File: src/rtl/pspin_her_tracker.sv
// rtl/pspin_her_tracker.sv - in-flight packet table turning DMA write completions into HERs and handler completions into slot-free feedback
//
// Ports:
//   clk, rst                     clock, synchronous active-high reset
//   wr_done_*                    DMA write completion in (addr, len, tag)
//   her_*                        handler execution request out (addr, size, msgid)
//   cpl_*                        handler completion in (buffer addr)
//   feedback_*                   slot-free feedback out (addr, size, msgid)
//   inflight_count_o             number of valid table entries
//   unmatched_cpl_o              saturating count of completions that hit no entry

module pspin_her_tracker #(
  parameter int ADDR_WIDTH  = 32,
  parameter int LEN_WIDTH   = 20,
  parameter int TAG_WIDTH   = 32,
  parameter int MSGID_WIDTH = 10,
  parameter int DEPTH       = 16
) (
  input  logic                       clk,
  input  logic                       rst,

  input  logic                       wr_done_valid_i,
  output logic                       wr_done_ready_o,
  input  logic [ADDR_WIDTH-1:0]      wr_done_addr_i,
  input  logic [LEN_WIDTH-1:0]       wr_done_len_i,
  input  logic [TAG_WIDTH-1:0]       wr_done_tag_i,

  output logic                       her_valid_o,
  input  logic                       her_ready_i,
  output logic [ADDR_WIDTH-1:0]      her_addr_o,
  output logic [LEN_WIDTH-1:0]       her_size_o,
  output logic [MSGID_WIDTH-1:0]     her_msgid_o,

  input  logic                       cpl_valid_i,
  output logic                       cpl_ready_o,
  input  logic [ADDR_WIDTH-1:0]      cpl_addr_i,

  output logic                       feedback_valid_o,
  input  logic                       feedback_ready_i,
  output logic [ADDR_WIDTH-1:0]      feedback_her_addr_o,
  output logic [LEN_WIDTH-1:0]       feedback_her_size_o,
  output logic [MSGID_WIDTH-1:0]     feedback_msgid_o,

  output logic [$clog2(DEPTH):0]     inflight_count_o,
  output logic [31:0]                unmatched_cpl_o
);

  localparam int IDX_W = $clog2(DEPTH);
  localparam int CNT_W = IDX_W + 1;

  logic [DEPTH-1:0]       ent_valid;
  logic [ADDR_WIDTH-1:0]  ent_addr  [DEPTH];
  logic [LEN_WIDTH-1:0]   ent_len   [DEPTH];
  logic [MSGID_WIDTH-1:0] ent_msgid [DEPTH];

  logic                   her_valid_q;
  logic [ADDR_WIDTH-1:0]  her_addr_q;
  logic [LEN_WIDTH-1:0]   her_size_q;
  logic [MSGID_WIDTH-1:0] her_msgid_q;

  logic                   fb_valid_q;
  logic [ADDR_WIDTH-1:0]  fb_addr_q;
  logic [LEN_WIDTH-1:0]   fb_size_q;
  logic [MSGID_WIDTH-1:0] fb_msgid_q;

  logic [CNT_W-1:0]       inflight_q;
  logic [31:0]            unmatched_q;

  logic                   any_free;
  logic [IDX_W-1:0]       free_idx;
  logic                   hit;
  logic [IDX_W-1:0]       hit_idx;
  logic                   alloc;
  logic                   cpl_fire;
  logic                   hit_fire;

  // Only the low tag bits carry the message id; the rest is intentionally ignored.
  logic                   unused_tag_bits;
  assign unused_tag_bits = ^wr_done_tag_i;

  // Lowest-index free slot. Scanning downward lets the last assignment win.
  always_comb begin
    any_free = 1'b0;
    free_idx = '0;
    for (int i = DEPTH - 1; i >= 0; i--) begin
      if (!ent_valid[i]) begin
        any_free = 1'b1;
        free_idx = IDX_W'(i);
      end
    end
  end

  // Lowest-index match against registered entries only, so an entry written
  // this cycle cannot be hit by a completion arriving in the same cycle.
  always_comb begin
    hit     = 1'b0;
    hit_idx = '0;
    for (int i = DEPTH - 1; i >= 0; i--) begin
      if (ent_valid[i] && (ent_addr[i] == cpl_addr_i)) begin
        hit     = 1'b1;
        hit_idx = IDX_W'(i);
      end
    end
  end

  // Free slots come from registered valid bits, so a slot released this
  // cycle is only offered again on the next one.
  assign wr_done_ready_o = !rst && any_free && (!her_valid_q || her_ready_i);
  assign cpl_ready_o     = !rst && (!fb_valid_q || feedback_ready_i);

  assign alloc    = wr_done_valid_i && wr_done_ready_o;
  assign cpl_fire = cpl_valid_i && cpl_ready_o;
  assign hit_fire = cpl_fire && hit;

  always_ff @(posedge clk) begin
    if (rst) begin
      ent_valid   <= '0;
      for (int i = 0; i < DEPTH; i++) begin
        ent_addr[i]  <= '0;
        ent_len[i]   <= '0;
        ent_msgid[i] <= '0;
      end
      her_valid_q <= 1'b0;
      her_addr_q  <= '0;
      her_size_q  <= '0;
      her_msgid_q <= '0;
      fb_valid_q  <= 1'b0;
      fb_addr_q   <= '0;
      fb_size_q   <= '0;
      fb_msgid_q  <= '0;
      inflight_q  <= '0;
      unmatched_q <= '0;
    end else begin
      // alloc and hit never target the same slot: alloc picks an invalid
      // entry, hit only considers valid ones.
      if (alloc) begin
        ent_valid[free_idx] <= 1'b1;
        ent_addr[free_idx]  <= wr_done_addr_i;
        ent_len[free_idx]   <= wr_done_len_i;
        ent_msgid[free_idx] <= wr_done_tag_i[MSGID_WIDTH-1:0];
      end
      if (hit_fire) begin
        ent_valid[hit_idx] <= 1'b0;
      end

      if (alloc) begin
        her_valid_q <= 1'b1;
        her_addr_q  <= wr_done_addr_i;
        her_size_q  <= wr_done_len_i;
        her_msgid_q <= wr_done_tag_i[MSGID_WIDTH-1:0];
      end else if (her_valid_q && her_ready_i) begin
        her_valid_q <= 1'b0;
      end

      if (hit_fire) begin
        fb_valid_q <= 1'b1;
        fb_addr_q  <= ent_addr[hit_idx];
        fb_size_q  <= ent_len[hit_idx];
        fb_msgid_q <= ent_msgid[hit_idx];
      end else if (fb_valid_q && feedback_ready_i) begin
        fb_valid_q <= 1'b0;
      end

      case ({alloc, hit_fire})
        2'b10:   inflight_q <= inflight_q + CNT_W'(1);
        2'b01:   inflight_q <= inflight_q - CNT_W'(1);
        default: inflight_q <= inflight_q;
      endcase

      if (cpl_fire && !hit && (unmatched_q != 32'hFFFF_FFFF)) begin
        unmatched_q <= unmatched_q + 32'd1;
      end
    end
  end

  assign her_valid_o         = her_valid_q;
  assign her_addr_o          = her_addr_q;
  assign her_size_o          = her_size_q;
  assign her_msgid_o         = her_msgid_q;
  assign feedback_valid_o    = fb_valid_q;
  assign feedback_her_addr_o = fb_addr_q;
  assign feedback_her_size_o = fb_size_q;
  assign feedback_msgid_o    = fb_msgid_q;
  assign inflight_count_o    = inflight_q;
  assign unmatched_cpl_o     = unmatched_q;

endmodule

File: config.mk
export PLATFORM = sky130hd
export DESIGN_NAME = pspin_her_tracker
export DESIGN_NICKNAME = d
export VERILOG_FILES = /design/src/rtl/pspin_her_tracker.sv
export SDC_FILE = /design/constraint.sdc
export NUM_CORES = 2
export LEC_CHECK = 0
export ABC_AREA = 1
export ABC_CLOCK_PERIOD_IN_PS = 4000
export BUFFER_PORTS_ARGS = -buffer_cell sky130_fd_sc_hd__buf_4
export CAP_MARGIN = 20
export CELL_PAD_IN_SITES_DETAIL_PLACEMENT = 1
export CELL_PAD_IN_SITES_GLOBAL_PLACEMENT = 1
export CORE_MARGIN = 3
export CORE_UTILIZATION = 43
export CTS_CLUSTER_SIZE = 8
export DETAILED_ROUTE_END_ITERATION = 6
export GPL_TIMING_DRIVEN = 0
export PLACE_DENSITY = 0.89
export SLEW_MARGIN = 40
export SYNTH_ARGS = -nofsm -noshare
export SYNTH_HDL_FRONTEND = slang
export SYNTH_SLANG_ARGS = --single-unit
File: constraint.sdc
create_clock -name clk -period 4 [get_ports clk]
set_clock_uncertainty 0.15 [all_clocks]
set_input_delay 0.6 -clock clk [delete_from_list [all_inputs] [get_ports clk]]
set_output_delay 0.6 -clock clk [all_outputs]
set_load 0.005 [all_outputs]
==> impl_metrics.json, run 1 <==
{
  "die_height_um": 377,
  "synth_flop_cell": "edfxtp_1",
  "status": "did not finish",
  "syn_area_per_cell_um2": 8.69,
  "synth_area_leaders": "edfxtp_1 50%, nand2_1 8.2%, nor2_1 8.1%",
  "grt_remaining_overflow": 16,
  "haltStage": "global routing",
  "die_w_um": 377,
  "port_buffers": 242,
  "worst_endpoint_kind": "register data pin",
  "syn_area_mm2": 0.0592,
  "yosysSeqAreaShare_pct": 56.3,
  "gp_congestion": 1.13,
  "htreeDepth": 4,
  "yosys.area.top_type": "edfxtp_1",
  "synth_top_area_share_pct": 50.3,
  "placed_cells": 8885,
  "rows": 135,
  "grt_antenna_before_repair": 76,
  "root_buffer": "clkbuf_16",
  "yosys.cell_types.count": 54,
  "grt_max_degree": 34,
  "ys_warn_count": 0,
  "cts_buffers": 166,
  "worst_endpoint": "feedback_her_addr_o[0]$_SDFFE_PP0N_/D",
  "clk_path_buf_depth": 3,
  "synth_seq_cells": 1171,
  "synthCells": 6818,
  "synth_edf_count": 992,
  "error": "[ERROR GRT-0232] Routing congestion too high. Check the congestion heatmap in the GUI.",
  "pin_count": 287,
  "track_usage_pct": 77.7,
  "synthArstFlopShare_pct": 0,
  "dpl.hpwl_um": 294000,
  "start_util_pct": 43.5,
  "cts_sinks": 1171,
  "synth_nets": 6944
}
==> cells by family after synthesis <==
logic type / synth area share [%]
AOI/OAI and AO/OA: 4.72
buffers and inverters: 7.37
xor gates and xnor gates: 2.54
DFF: 56.3
adders and majority gates: 0.0845
and+or+nand+nor: 29.0
==> metal layers <==
metal | overflow | global-route usage (%)
met5 | 0 | 44.8
met1 | 1 | 81.0
met3 | 4 | 66.9
met2 | 5 | 88.9
met4 | 6 | 70.1
==> synthesized netlist by cell type (73+ instances only) <==
cell and number:
nand4_1 391, xnor2_1 106, dfxtp_1 179, a21oi_1 114, buf_2 149, o21ai_0 237, o22ai_1 73, edfxtp_1 992
nand3_1 813, inv_1 408, nand2_1 1302, clkbuf_1 312, nor2_1 1282
==> per-stage QoR <==
step | setup TNS [ns] | setup slack, ns | util (%) | area (µm²)
3_5_place_dp | -1933.11 | -2.74 | 47.4 | 64500
4_1_cts | -60.05 | -0.265 | 53.1 | 72300
3_3_place_gp | -5920.47 | -5.50 | 46.5 | 63300
2_1_floorplan | 0 | 0.00339 | - | 59300
==> timing repair <==
action | CTS
cloned | 0
resized for setup | 637
setup endpoints to repair | 2102
setup buffers | 45
pin swaps | 44
hold buffers | 2
endpoints found under the hold margin | 2
==> run 2: changes to the inputs <==
==> config.mk (replaced) <==
export PLATFORM = sky130hd
export DESIGN_NAME = pspin_her_tracker
export DESIGN_NICKNAME = d
export VERILOG_FILES = /design/src/rtl/pspin_her_tracker.sv
export SDC_FILE = /design/constraint.sdc
export NUM_CORES = 2
export LEC_CHECK = 0
export ABC_AREA = 1
export ABC_CLOCK_PERIOD_IN_PS = 5200
export BUFFER_PORTS_ARGS = -buffer_cell sky130_fd_sc_hd__buf_4
export CAP_MARGIN = 20
export CORE_MARGIN = 3
export CORE_UTILIZATION = 40
export DETAILED_ROUTE_END_ITERATION = 6
export GPL_TIMING_DRIVEN = 0
export PLACE_DENSITY_LB_ADDON = 0.15
export SLEW_MARGIN = 40
export SYNTH_ARGS = -nofsm -noshare
export SYNTH_HDL_FRONTEND = slang
export SYNTH_SLANG_ARGS = --single-unit
==> constraint.sdc (replaced) <==
create_clock -name clk -period 5.2 [get_ports clk]
set_clock_uncertainty 0.15 [all_clocks]
set_input_delay 0.78 -clock clk [delete_from_list [all_inputs] [get_ports clk]]
set_output_delay 0.78 -clock clk [all_outputs]
set_load 0.005 [all_outputs]
==> impl_metrics.json, run 2 <==
{
  "area_delta_synth_final_pct": 17.8,
  "ys_warn_count": 0,
  "slowest_delay_ns": 0.54,
  "vdd_drop_max_mv": 0.301,
  "first_global_vias": 53500,
  "yosys.cell_types.count": 54,
  "reg2regPathDepth": 18,
  "crit_path_top_delay_cell": "buf_2",
  "grt_max_degree": 32,
  "routed_via_density": 6.39,
  "synth_flop_cell": "edfxtp_1",
  "cp-start-kind": "flip-flop",
  "clk_path_buf_depth": 3,
  "cts_tree": "built",
  "final_common_cell": "nand2_1",
  "ff_latch_area_mm2": 0.0334,
  "power.leakage_uw": 0.0280,
  "dpl.hpwl_um": 279000,
  "synth_xor_area_share_pct": 2.54,
  "synth_compound_area_share_pct": 4.72,
  "yosysSeqAreaShare_pct": 56.3,
  "path_max_fanout": 10,
  "max_cap_viol_count": 0,
  "mostFrequentLayoutCells": "1,279 x nand2_1, 1,273 x nor2_1, 992 x edfxtp_1",
  "finalHoldViolations": 0,
  "drt-pass1-iter-count": 6,
  "post_drt_wl_per_cell_um": 39.5,
  "synth_nets": 6944,
  "nets": 7381,
  "stdcell_count": 9309,
  "synth_adder_area_share_pct": 0.0845,
  "clk_latency_ns": 0.81,
  "num_vias": 59500,
  "syn_area_mm2": 0.0592,
  "grt_remaining_overflow": 0,
  "reg2reg_setup_slack_ns": -0.23,
  "crit_required_ns": 5.78,
  "wl_um": 368000,
  "hold_depth": 4,
  "worst_pin_slew_ns": 1.00,
  "antenna_left": 0,
  "muxShareOfSynthArea_pct": 0,
  "violations": "setup timing",
  "crit_arrival_ns": 6.02,
  "htreeDepth": 4,
  "n_fill_cell": 14400,
  "placed_cells": 9025,
  "core_mm2": 0.146,
  "die_height_um": 391,
  "pin_count": 287,
  "synth_simple_gate_area_share_pct": 29.0,
  "synthArstFlopShare_pct": 0,
  "grt_pass1_wl_um": 480000,
  "drive_gt1_share_pct": 13.0,
  "path_cells": "xor2_1 > nor3_1 > nand3_1 > o21ai_2 > nand3_1 > a31oi_1 > o21bai_1 > a21oi_4 > buf_2 > buf_2 > nand4_1 > nand2_1 > inv_1 > nand3_1 > nand2_1 > nand3_1 > nor2_1 > nor2_1",
  "max_freq_mhz": 184,
  "path_class": "reg -> reg",
  "drcViolationCount": 0,
  "synthCells": 6818,
  "cts_sinks": 1171,
  "cp_common_cell": "nand3_1",
  "slew_headroom_pct": 33.3,
  "synth_most_common_cell": "nand2_1",
  "utilization_pct": 47.6,
  "synth.cells.most_frequent": "1,302 x nand2_1, 1,282 x nor2_1, 992 x edfxtp_1",
  "synth_area_leaders": "edfxtp_1 50%, nand2_1 8.2%, nor2_1 8.1%",
  "synth_edf_count": 992,
  "hp-class": "in -> reg",
  "root_buffer": "clkbuf_16",
  "total_power_uw": 22800,
  "rows": 140,
  "status": "finished, violations left",
  "die-area_mm2": 0.153,
  "largestRegisters": "ent_addr (512), ent_len (320), ent_msgid (160)",
  "start_util_pct": 40.5,
  "yosys.area.top_type": "edfxtp_1",
  "synth_top_area_share_pct": 50.3,
  "die_w_um": 391,
  "syn_area_per_cell_um2": 8.69,
  "layout_min_cycle_time_ns": 5.43,
  "grt_antenna_before_repair": 25,
  "port_buffers": 242,
  "drtIter0Drc": 10600,
  "regMostFlops": "ent_addr",
  "power_density_mw_per_mm2": 326,
  "hold_buffers": 0,
  "gp_congestion": 1.10,
  "synth_top_family_by_area": "simple AND/OR/NAND/NOR gates",
  "largest_register_ffs": 512,
  "finalSetupViolCount": 28,
  "synth_seq_cells": 1171,
  "fin_ws_ns": -0.235,
  "multiInputGateArea_mm2": 0.0218,
  "track_usage_pct": 47.1,
  "fin_crit_sh_pct": 105,
  "rsz0062_at_grt": "yes",
  "maxSlewViolCount": 0,
  "cts_buffers": 138,
  "endpoint_kind": "flip-flop",
  "clk_pin_slew_ns": 0.06
}
[run 2: worst paths after layout]
kind | from | endpoint
worst max-delay path | ent_addr[15][13]$_SDFFCE_PN0P_ | feedback_her_addr_o[19]$_SDFFE_PP0N_
worst min-delay path | rst | inflight_count_o[2]$_SDFFE_PP0P_
worst max register to register | ent_addr[15][13]$_SDFFCE_PN0P_ | feedback_her_addr_o[19]$_SDFFE_PP0N_
worst min register to register | inflight_count_o[4]$_SDFFE_PP0P_ | inflight_count_o[4]$_SDFFE_PP0P_
[run 2: critical path: cells and delay by family, from the launching register on]
family / cells / cell delay [ns]
DFF: 1 / 0.46
buffers and inverters: 3 / 1.14
AOI/OAI and AO/OA: 4 / 1.24
xor gates and xnor gates: 1 / 0.18
and+or+nand+nor: 10 / 2.16
[run 2: layout make-up]
type                       instances  area share, %
sequential                      1171           47.8
multi-input combinational       4609           31.3
clock buffer                     202           5.53
timing repair buffer             298           4.19
buffer                           527           3.88
tap                             1917           3.44
inverter                         510           2.76
clock inverter                    51          0.988
antenna                           24         0.0861
[run 2: cells by family after synthesis]
logic type / count (synthesis)
simple gates: 3931
compound gates: 502
flops: 1171
xor+xnor: 172
fa+ha+maj: 4
buf+inv: 1038
[run 2: report_power, final]
part | switching [µW] | internal, µW
Clock | 4450 | 5550
Combinational | 1380 | 488
Sequential | 348 | 10500
Total | 6180 | 16600
[run 2: what timing repair did]
action                     in CTS  in global routing
resized for setup              24                 72
pin swaps                       2                  3
cloned                          0                  0
buffers inserted                3                  3
setup endpoints to repair     337                189
[run 2: metal layers]
layer | wire (µm) | global-route usage [%] | vias to the layer above
met5 | 120 | 0 | -
met4 | 31300 | 32.8 | 4
met3 | 49500 | 14.6 | 1170
met2 | 149000 | 65.6 | 5270
met1 | 138000 | 62.0 | 29100
li1 | - | - | 24000
[run 2: stage by stage]
step                area, µm²  setup TNS [ns]  hold WS (ns)  setup slack (ns)
global route            69700          -0.182         0.154            -0.131
CTS                     69500               0         0.122           0.00371
floorplan               59200               0         0.305             0.776
finish                  69800           -2.54         0.159            -0.235
detailed placement      64800          -89.14         0.312             -1.79
global placement        63500        -3280.56         0.304             -3.98
(Power assumes the default switching activity.)
